<file path="src/rtl/alu_pkg.sv">
// Shared definitions for the arbitrated ALU slice.
// Contents: the nine legal ALU control codes, the legality check used by the
// arbiter to mask results, and the 2-bit arbiter FSM state encoding.
package alu_pkg;

  localparam logic [3:0] OP_AND = 4'b0000;
  localparam logic [3:0] OP_OR  = 4'b0001;
  localparam logic [3:0] OP_SLL = 4'b0011;
  localparam logic [3:0] OP_SUB = 4'b0100;
  localparam logic [3:0] OP_SRL = 4'b0101;
  localparam logic [3:0] OP_MUL = 4'b0110;
  localparam logic [3:0] OP_XOR = 4'b0111;
  localparam logic [3:0] OP_SLT = 4'b1000;
  localparam logic [3:0] OP_ADD = 4'b1111;

  typedef enum logic [1:0] {
    ST_IDLE     = 2'd0,
    ST_MUL_WAIT = 2'd1,
    ST_RESP     = 2'd2
  } state_t;

  function automatic logic is_legal_op(input logic [3:0] op);
    case (op)
      OP_AND, OP_OR, OP_SLL, OP_SUB, OP_SRL,
      OP_MUL, OP_XOR, OP_SLT, OP_ADD: is_legal_op = 1'b1;
      default:                        is_legal_op = 1'b0;
    endcase
  endfunction

endpackage

</file>
<file path="src/rtl/alu_arbiter_alu.sv">
// Combinational 32-bit ALU shared by both requesters.
// Ports:
//   in1, in2 : operands (unsigned)
//   op       : ALU control code (see alu_pkg)
//   result   : ALU result; 0 for unknown codes
// Arithmetic wraps modulo 2^32; shifts use in2[4:0] only; SLT is unsigned.
module alu_arbiter_alu
  import alu_pkg::*;
(
  input  logic [31:0] in1,
  input  logic [31:0] in2,
  input  logic [3:0]  op,
  output logic [31:0] result
);

  always_comb begin
    result = 32'd0;
    case (op)
      OP_AND: result = in1 & in2;
      OP_OR:  result = in1 | in2;
      OP_ADD: result = in1 + in2;
      OP_SUB: result = in1 - in2;
      OP_SLT: result = {31'd0, (in1 < in2)};
      OP_SLL: result = in1 << in2[4:0];
      OP_SRL: result = in1 >> in2[4:0];
      OP_MUL: result = in1 * in2;
      OP_XOR: result = in1 ^ in2;
      default: result = 32'd0;
    endcase
  end

endmodule

</file>
<file path="src/rtl/alu_arbiter.sv">
// Round-robin arbiter sharing one ALU between two requesters, with a single
// registered result slot and a multi-cycle MUL.
// Ports:
//   clk, reset                   : clock (rising edge), synchronous active-high reset
//   reqN_valid/ready/in1/in2/op  : request channel N (N = 0 core, 1 aux)
//   rsp_valid/ready              : response channel handshake
//   rsp_id                       : requester that issued the held result
//   rsp_result, rsp_zero         : ALU result and its zero flag
//   rsp_illegal                  : held result came from an unknown op code
//
// Handshake: a transfer happens on a rising edge where valid and ready are
// both high. Producers hold valid and payload stable until that edge and never
// withdraw valid. reqN_ready is combinational from state and valids; at most
// one of them is high in any cycle. rsp_* stay stable while rsp_valid is high
// and rsp_ready is low.
module alu_arbiter
  import alu_pkg::*;
#(
  parameter int unsigned MUL_CYCLES = 3
) (
  input  logic        clk,
  input  logic        reset,
  input  logic        req0_valid,
  output logic        req0_ready,
  input  logic [31:0] req0_in1,
  input  logic [31:0] req0_in2,
  input  logic [3:0]  req0_op,
  input  logic        req1_valid,
  output logic        req1_ready,
  input  logic [31:0] req1_in1,
  input  logic [31:0] req1_in2,
  input  logic [3:0]  req1_op,
  output logic        rsp_valid,
  input  logic        rsp_ready,
  output logic        rsp_id,
  output logic [31:0] rsp_result,
  output logic        rsp_zero,
  output logic        rsp_illegal
);

  // With a single-cycle MUL the multiply goes through the normal capture path.
  localparam bit MUL_MULTI = (MUL_CYCLES > 1);
  localparam logic [3:0] MUL_LOAD = 4'(MUL_CYCLES - 1);

  state_t      state;
  logic        last_grant;
  logic [3:0]  mul_cnt;
  logic [31:0] mul_a;
  logic [31:0] mul_b;
  logic [3:0]  mul_op;
  logic        mul_id;

  logic        can_accept;
  logic        gnt0;
  logic        gnt1;
  logic [31:0] alu_a;
  logic [31:0] alu_b;
  logic [3:0]  alu_op;
  logic [31:0] alu_y;
  logic        op_legal;
  logic        start_mul;

  assign can_accept = (state == ST_IDLE) || ((state == ST_RESP) && rsp_ready);

  // On a tie the requester that did not win last time gets the grant.
  assign gnt0 = can_accept && req0_valid && (!req1_valid || last_grant);
  assign gnt1 = can_accept && req1_valid && (!req0_valid || !last_grant);

  assign req0_ready = gnt0;
  assign req1_ready = gnt1;

  // While a MUL is in flight the ALU sees the latched operands, otherwise the
  // currently granted request.
  always_comb begin
    alu_a  = req0_in1;
    alu_b  = req0_in2;
    alu_op = req0_op;
    if (state == ST_MUL_WAIT) begin
      alu_a  = mul_a;
      alu_b  = mul_b;
      alu_op = mul_op;
    end else if (gnt1) begin
      alu_a  = req1_in1;
      alu_b  = req1_in2;
      alu_op = req1_op;
    end
  end

  assign op_legal  = is_legal_op(alu_op);
  assign start_mul = MUL_MULTI && (alu_op == OP_MUL);

  alu_arbiter_alu u_alu (
    .in1    (alu_a),
    .in2    (alu_b),
    .op     (alu_op),
    .result (alu_y)
  );

  always_ff @(posedge clk) begin
    if (reset) begin
      state       <= ST_IDLE;
      last_grant  <= 1'b1;
      mul_cnt     <= 4'd0;
      mul_a       <= 32'd0;
      mul_b       <= 32'd0;
      mul_op      <= 4'd0;
      mul_id      <= 1'b0;
      rsp_valid   <= 1'b0;
      rsp_id      <= 1'b0;
      rsp_result  <= 32'd0;
      rsp_zero    <= 1'b0;
      rsp_illegal <= 1'b0;
    end else begin
      case (state)
        ST_MUL_WAIT: begin
          if (mul_cnt == 4'd1) begin
            state       <= ST_RESP;
            mul_cnt     <= 4'd0;
            rsp_valid   <= 1'b1;
            rsp_id      <= mul_id;
            rsp_result  <= alu_y;
            rsp_zero    <= (alu_y == 32'd0);
            rsp_illegal <= 1'b0;
          end else begin
            mul_cnt <= mul_cnt - 4'd1;
          end
        end
        default: begin
          // ST_IDLE, or ST_RESP being drained; a stalled ST_RESP holds.
          if (can_accept) begin
            if (gnt0 || gnt1) begin
              last_grant <= gnt1;
              if (start_mul) begin
                state     <= ST_MUL_WAIT;
                mul_cnt   <= MUL_LOAD;
                mul_a     <= alu_a;
                mul_b     <= alu_b;
                mul_op    <= alu_op;
                mul_id    <= gnt1;
                rsp_valid <= 1'b0;
              end else begin
                state       <= ST_RESP;
                rsp_valid   <= 1'b1;
                rsp_id      <= gnt1;
                rsp_result  <= op_legal ? alu_y : 32'd0;
                rsp_zero    <= op_legal && (alu_y == 32'd0);
                rsp_illegal <= !op_legal;
              end
            end else begin
              state     <= ST_IDLE;
              rsp_valid <= 1'b0;
            end
          end
        end
      endcase
    end
  end

endmodule

</file>
<file path="config.mk">
export PLATFORM = sky130hd
export DESIGN_NAME = alu_arbiter
export DESIGN_NICKNAME = d
export VERILOG_FILES = /design/src/rtl/alu_pkg.sv /design/src/rtl/alu_arbiter_alu.sv /design/src/rtl/alu_arbiter.sv
export SDC_FILE = /design/constraint.sdc
export NUM_CORES = 2
export LEC_CHECK = 0
export ABC_AREA = 1
export BUFFER_PORTS_ARGS = -buffer_cell sky130_fd_sc_hd__buf_2
export CAP_MARGIN = 20
export CORE_UTILIZATION = 25
export DETAILED_ROUTE_END_ITERATION = 8
export PLACE_DENSITY = 0.4
export SYNTH_ARGS = -nofsm -noshare
export SYNTH_HDL_FRONTEND = slang
export SYNTH_SLANG_ARGS = --single-unit
</file>
<file path="constraint.sdc">
create_clock -name clk -period 9.1 [get_ports clk]
set_input_delay 0.455 -clock clk [delete_from_list [all_inputs] [get_ports clk]]
set_output_delay 0.455 -clock clk [all_outputs]
set_load 0.005 [all_outputs]
</file>
== Word-level counts from Yosys, hierarchy flattened ==
Memory sizes are Yosys's and may differ from the RTL's.
Cells that the tools add are included.

* Register bits after elaboration: 112
* ROM bits: 16
* Bits of input ports: 141
* Output and inout bits: 38
* Logic and storage cells: 105
* Memories kept: 1

* $add $sub $neg: 3
* Multiply operators: 1
* $lt $le $gt $ge: 1
* Equality and inequality tests: 13
* Shifts and indexed selects: 2
* Multiplexer cells: 43
* Bitwise operators: 4
* Reduce and logical (&&, ||, !) cells: 25

{| class="wikitable"
|+ Memories
! memory !! words !! bits a word !! read ports !! clocked after Yosys merged registers in !! write ports !! RTL line !! RTL
|-
| (name not given) || 16 || 1 || 1 || 0 || 0 || alu_pkg.sv:23 || <nowiki>case (op)</nowiki>
|}

{| class="wikitable"
|+ Operator list
! kind !! count
|-
| 32-bit two-way mux || 10
|-
| 32-bit case mux with 9 select lines || 1
|-
| 32-bit adder || 1
|-
| 32-bit bitwise AND || 1
|-
| 32-bit zero test || 1
|-
| 32-bit < comparator || 1
|-
| 32-bit by 32-bit multiplier with 32-bit output || 1
|-
| 32-bit bitwise OR || 1
|-
| 32-bit by 5-bit << shifter with 32-bit output || 1
|-
| 32-bit by 5-bit >> shifter with 32-bit output || 1
|-
| 32-bit subtractor || 1
|-
| 32-bit bitwise XOR || 1
|-
| 4-bit two-way mux || 7
|-
| 1-bit two-way mux || 20
|-
| 4-bit by 3-bit == test with 1-bit output (second input constant) || 4
|-
| 2-bit two-way mux || 5
|-
| 4-bit by 1-bit == test with 1-bit output (second input constant) || 2
|-
| 4-bit == test (second input constant) || 2
|-
| 4-bit AND reduction || 2
|-
| 1-bit logical AND || 6
|-
| 3-bit AND reduction || 2
|-
| 2-bit nonzero test || 3
|-
| 4-bit by 2-bit == test with 1-bit output (second input constant) || 1
|-
| 1-bit zero test || 4
|-
| 9 further kinds || 13
|}

== Longest topological paths before layout ==
* Depth in word-level cells: 15
* Gate-level depth with buffers: 47
* Depth with buffers taken out: 44

== Modules after synthesis ==
Synthesis repeated with hierarchy kept, for this count alone.

* Cell total of the unflattened synthesis: 4815
* Area total of the unflattened synthesis: 31433.9 sq um

{| class="wikitable"
|+ By module, submodules not included
! module !! instances !! cells each !! area an instance (sq um)
|-
| alu_arbiter_alu || 1 || 3947 || 25589.5
|-
| alu_arbiter || 1 || 868 || 5844.4
|}

== Worst setup path before layout ==
Ideal clock, no wire load.

* Path kind: input-to-reg
* Start point: input req0_valid
* End point: register rsp_zero
* Library setup time: 70 ps
* Data arrival time: 8041 ps
* Required time: 9030 ps
* Path slack: 989 ps
* Stages: 39
* Buffers on the path: 4
* Cell sequence: nand2_1 > nand2_1 > inv_1 > nand2_2 > buf_6 > nand2_1 > nand3_1 > o21ai_1 > buf_2 > clkbuf_1 > buf_1 > nor2_1 > fa_1 > inv_1 > fa_1 > fa_1 > fa_1 > inv_1 > (+3 left out) > inv_1 > fa_1 > fa_1 > ha_1 > nand2_1 > inv_1 > nand3_1 > o21ai_0 > a21oi_1 > o21ai_0 > a21oi_1 > o21ai_0 > nand3_1 > nor2_1 > nand3_1 > nor2_1 > nand4_1 > a21oi_1

* Longest elaborated chain between the ends: 13
* Elaborated cells between the ends (all ways): 42
* Classes of those cells: add/sub: 2; mul: 1; order compare: 1; eq/ne: 9; shift: 2; mux: 12; bitwise: 3; reduce/logical: 11; memory: 1

{| class="wikitable"
|+ RTL lines
! element !! RTL line !! RTL
|-
| from (decl) || alu_arbiter.sv:23 || <nowiki>input logic req0_valid,</nowiki>
|-
| 1-bit zero test || alu_arbiter.sv:67 || <nowiki>assign gnt1 = can_accept && req1_valid && (!req0_valid || !last_grant);</nowiki>
|-
| 1-bit logical OR || alu_arbiter.sv:67 ||
|-
| 1-bit logical AND || alu_arbiter.sv:67 ||
|-
| 32-bit two-way mux / 4-bit two-way mux (equally long branches) || alu_arbiter.sv:82 || <nowiki>end else if (gnt1) begin</nowiki>
|-
| 32-bit two-way mux / 4-bit two-way mux (equally long branches) || alu_arbiter.sv:78 || <nowiki>if (state == ST_MUL_WAIT) begin</nowiki>
|-
| 32-bit by 32-bit multiplier with 32-bit output, or another cell as far along || alu_arbiter_alu.sv:26 || <nowiki>OP_MUL: result = in1 * in2;</nowiki>
|-
| 32-bit case mux with 9 select lines || alu_arbiter_alu.sv:18 || <nowiki>case (op)</nowiki>
|-
| 32-bit zero test || alu_arbiter.sv:122, alu_arbiter.sv:146 ||
|-
| 1-bit logical AND || alu_arbiter.sv:146 || <nowiki>rsp_zero <= op_legal && (alu_y == 32'd0);</nowiki>
|-
| 1-bit two-way mux || alu_arbiter.sv:133 || <nowiki>if (start_mul) begin</nowiki>
|-
| 1-bit two-way mux || alu_arbiter.sv:131 || <nowiki>if (gnt0 || gnt1) begin</nowiki>
|-
| 1-bit two-way mux || alu_arbiter.sv:130 || <nowiki>if (can_accept) begin</nowiki>
|-
| 1-bit two-way mux || alu_arbiter.sv:114 || <nowiki>case (state)</nowiki>
|-
| to (signal assigned) || alu_arbiter.sv:122 || <nowiki>rsp_zero <= (alu_y == 32'd0);</nowiki>
|-
| to (signal assigned) || alu_arbiter.sv:146 ||
|-
| to (decl) || alu_arbiter.sv:37 || <nowiki>output logic rsp_zero,</nowiki>
|}

Several ways; a longest one is shown, not always the timed one. The select of a mux whose other input is x is not followed.
A chain may end at the register's enable or synchronous reset.

== Worst setup path after layout ==
* Start point: register last_grant
* End point: register rsp_zero

* Longest elaborated chain between the ends: 13
* Elaborated cells between the ends (all ways): 42
* Classes of those cells: add/sub: 2; mul: 1; order compare: 1; eq/ne: 9; shift: 2; mux: 12; bitwise: 3; reduce/logical: 11; memory: 1

{| class="wikitable"
|+ RTL lines
! element !! RTL line !! RTL
|-
| from (decl) || alu_arbiter.sv:46 || <nowiki>logic last_grant;</nowiki>
|-
| from (signal assigned) || alu_arbiter.sv:132 || <nowiki>last_grant <= gnt1;</nowiki>
|-
| 1-bit zero test || alu_arbiter.sv:67 ||
|-
| 1-bit logical OR || alu_arbiter.sv:67 ||
|-
| 1-bit logical AND || alu_arbiter.sv:67 ||
|-
| 32-bit two-way mux / 4-bit two-way mux (equally long branches) || alu_arbiter.sv:82 ||
|-
| 32-bit two-way mux / 4-bit two-way mux (equally long branches) || alu_arbiter.sv:78 ||
|-
| 32-bit by 32-bit multiplier with 32-bit output, or another cell as far along || alu_arbiter_alu.sv:26 ||
|-
| 32-bit case mux with 9 select lines || alu_arbiter_alu.sv:18 ||
|-
| 32-bit zero test || alu_arbiter.sv:122, alu_arbiter.sv:146 ||
|-
| 1-bit logical AND || alu_arbiter.sv:146 ||
|-
| 1-bit two-way mux || alu_arbiter.sv:133 ||
|-
| 1-bit two-way mux || alu_arbiter.sv:131 ||
|-
| 1-bit two-way mux || alu_arbiter.sv:130 ||
|-
| 1-bit two-way mux || alu_arbiter.sv:114 ||
|}

Several ways; a longest one is shown, not always the timed one. The select of a mux whose other input is x is not followed.

==> results.toml <==
[outcome]
outcome = "complete, no violations"

[critical_path]
rr_worst_depth = 38
timing.rr.start = "last_grant"
worstSetupStartpointType = "flip-flop"
cp-end-kind = "flip-flop"
critPathMostFrequentCell = "fa_1"
crit_slowest_cell = "fa_1"
required_ns = 9.46
critical_path.startpoint = "last_grant"
endpoint = "rsp_zero"
crit_type = "flip-flop to flip-flop"
worstPathArrival_ns = 9.05
cp_max_fo = 22
r2r_end = "rsp_zero"
regToRegSetupSlack_ns = 0.41
critPathMaxStageDelay_ns = 0.55

[timing]
maxSlewHeadroom = 0.3604
fin_crit_sh = 0.9545
hold_viol = 0
worst_pin_slew_ns = 0.9594
fin_crit_ns = 8.686
setup_viol = 0
finalMaxSlewViolations = 0
fin_skew_ns = 0.01874
fin_ws_ns = 0.4142
max_freq_mhz = 115.1
rsz0062_at_grt = "true"

[routing]
first_pass_iters = 6
vias = 31280
drc = 0
wl_um = 156100
initialDrtViolationCount = 2678
ant_nets = 0
avgViaCountPerCell = 4.897
avgRoutedWirePerCell_um = 24.43

[grt]
gr-total-overflow = 0
grt_pass1_vias = 31490
antenna_found_initial = 2
grt_pass1_wl_um = 225100
track_usage = 0.2551
grt_max_degree = 71

[floorplan]
core_area_sq_mm = 0.1200
die_x_um = 349.7
ioPinCount = 179
die_y_um = 349.7
start_util = 0.2520
rows = 127
die_area_sq_mm = 0.1223

[cts]
clkTransAtPathRegs_ns = 0.10
h-tree-depth = 3
numCtsBuffers = 9
ctsLongestPathBuffers = 2
clk_latency_ns = 0.43
cts_root_buf = "clkbuf_16"
cts.sinks = 111
cts_tree = "yes"

[placement]
post-place-ws_ns = 0.06653
numPortBuffers = 178
place.gp.congestion = 0.9866
place_area_sq_mm = 0.03425
dpl.hpwl_um = 129400

[layout]
design_area_sq_mm = 0.03469
finalNetCount = 5544
synthToLayoutAreaGrowth_pct = 14.77
diodes = 0
layout-drive-gt1-share = 0.1277
fillers = 13540
fin_util = 0.2892

[synthesis]
yosysWarnings = 0
synth_edf_count = 0
syn_nets = 5317
syn_avg_cell_area_sq_um = 6.653
synth.most_common_cell = "nand2_1"
synthCells = 4544
netlist_area_sq_mm = 0.03023
synth_ff_type = "dfxtp_1"
yosys-top-cells-area = "fa_1, nand2_1, ha_1, inv_1, dfxtp_1"
netlist.area_leader.share = 0.2715
ys_seq_area_frac = 0.07351
postSynth.asyncResetShare = 0
synth_top_area_cell = "fa_1"
synth_common_cells = "nand2_1, inv_1, nor2_1"
synth_cell_types = 58
ys_seq_elements = 111

[worst_hold_path]
hold_path_class = "primary input to flip-flop"

[flow_run]
maxCapViolCount = 0
[final cells by class]
type | count | area [sq um] | area share
Tap cell | 1612 | 2017 | 0.05813
Clock inverter | 5 | 75.07 | 0.002164
Timing Repair Buffer | 436 | 3169 | 0.09135
Sequential cell | 111 | 2223 | 0.06408
Multi-Input combinational cell | 3449 | 24080 | 0.6941
Inverter | 764 | 2899 | 0.08356
Clock buffer | 10 | 229.0 | 0.006600
[layer usage]
layer,part of all wire,track usage,wire length [um]
met4,0.037,0.08763,5804
met2,0.47,0.4287,73110
met1,0.44,0.3401,69400
met3,0.050,0.02392,7733
met5,0.000070,0,11
[per-stage QoR]
step                std cells  setup TNS (ns)  hold slack [ns]
detailed placement       6367               0           0.4437
global route             6387        -0.05727           0.4699
finish                   6387               0           0.4166
CTS                      6382               0           0.4152
floorplan                4544               0           0.4297
global placement         6367               0           0.4389
[sequential cells by signal, summed over array words and instances, names as in the netlist]
name	flops
mul_a	32
mul_b	32
rsp_result	32
mul_cnt	4
mul_op	4
last_grant	1
mul_id	1
rsp_id	1
rsp_illegal	1
rsp_valid	1
rsp_zero	1
state	1
[how the worst min path moves through the flow]
stage / startpoint / to / slack (ns) / cells after the start
after floorplan: mul_a[14] / mul_a[14] / 0.43 / 2
after global placement: mul_a[16] / mul_a[16] / 0.44 / 2
after detailed placement: mul_a[6] / mul_a[6] / 0.44 / 2
after CTS: req1_valid / last_grant / 0.42 / 3
after global routing: mul_a[6] / mul_a[6] / 0.47 / 2
final: req1_valid / last_grant / 0.42 / 3
[kinds of logic (layout without fill, tap and decap cells)]
family          after synthesis  count (layout)  share of synthesized area
compound gates              652             652                     0.1241
flops                       111             111                    0.07351
fa+ha+maj                   632             632                     0.3634
xor+xnor                     43              43                    0.01246
buf+inv                     984            1215                     0.1329
simple gates               2122            2122                     0.2937
[cell usage in the layout (no fill, tap or decap), drive strengths merged, types with 11 or more instances in the layout]
cell type,count
nand4,26
dfxtp,111
a31oi,11
ha,222
fa,410
inv,755
nand2,1113
nand3b,11
clkbuf,11
nand3,357
nor3,25
buf,435
o21ai,252
o21a,18
o211ai,46
nor2,554
a21oi,262
o22ai,21
xor2,33
or2,24
[critical path: cells and delay by family (launching register included)]
| kind | cells | cell delay [ns] |
|---|---|---|
| buffers and inverters | 8 | 1.03 |
| adder cells (fa/ha/maj) | 9 | 4.39 |
| flip-flops | 1 | 0.32 |
| AO/OA/AOI/OAI | 6 | 0.92 |
| AND/OR/NAND/NOR | 15 | 1.88 |
[timing repair]
action / in CTS / in global routing
endpoints found under the hold margin: 0 / 0
endpoints found under the setup margin: 0 / 4
resized for setup: 0 / 32
hold buffers: 0 / 0
buffers inserted: 0 / 4
Power is not shown: default switching activity piles up to over one toggle a cycle in this logic, so the estimate is an artifact.
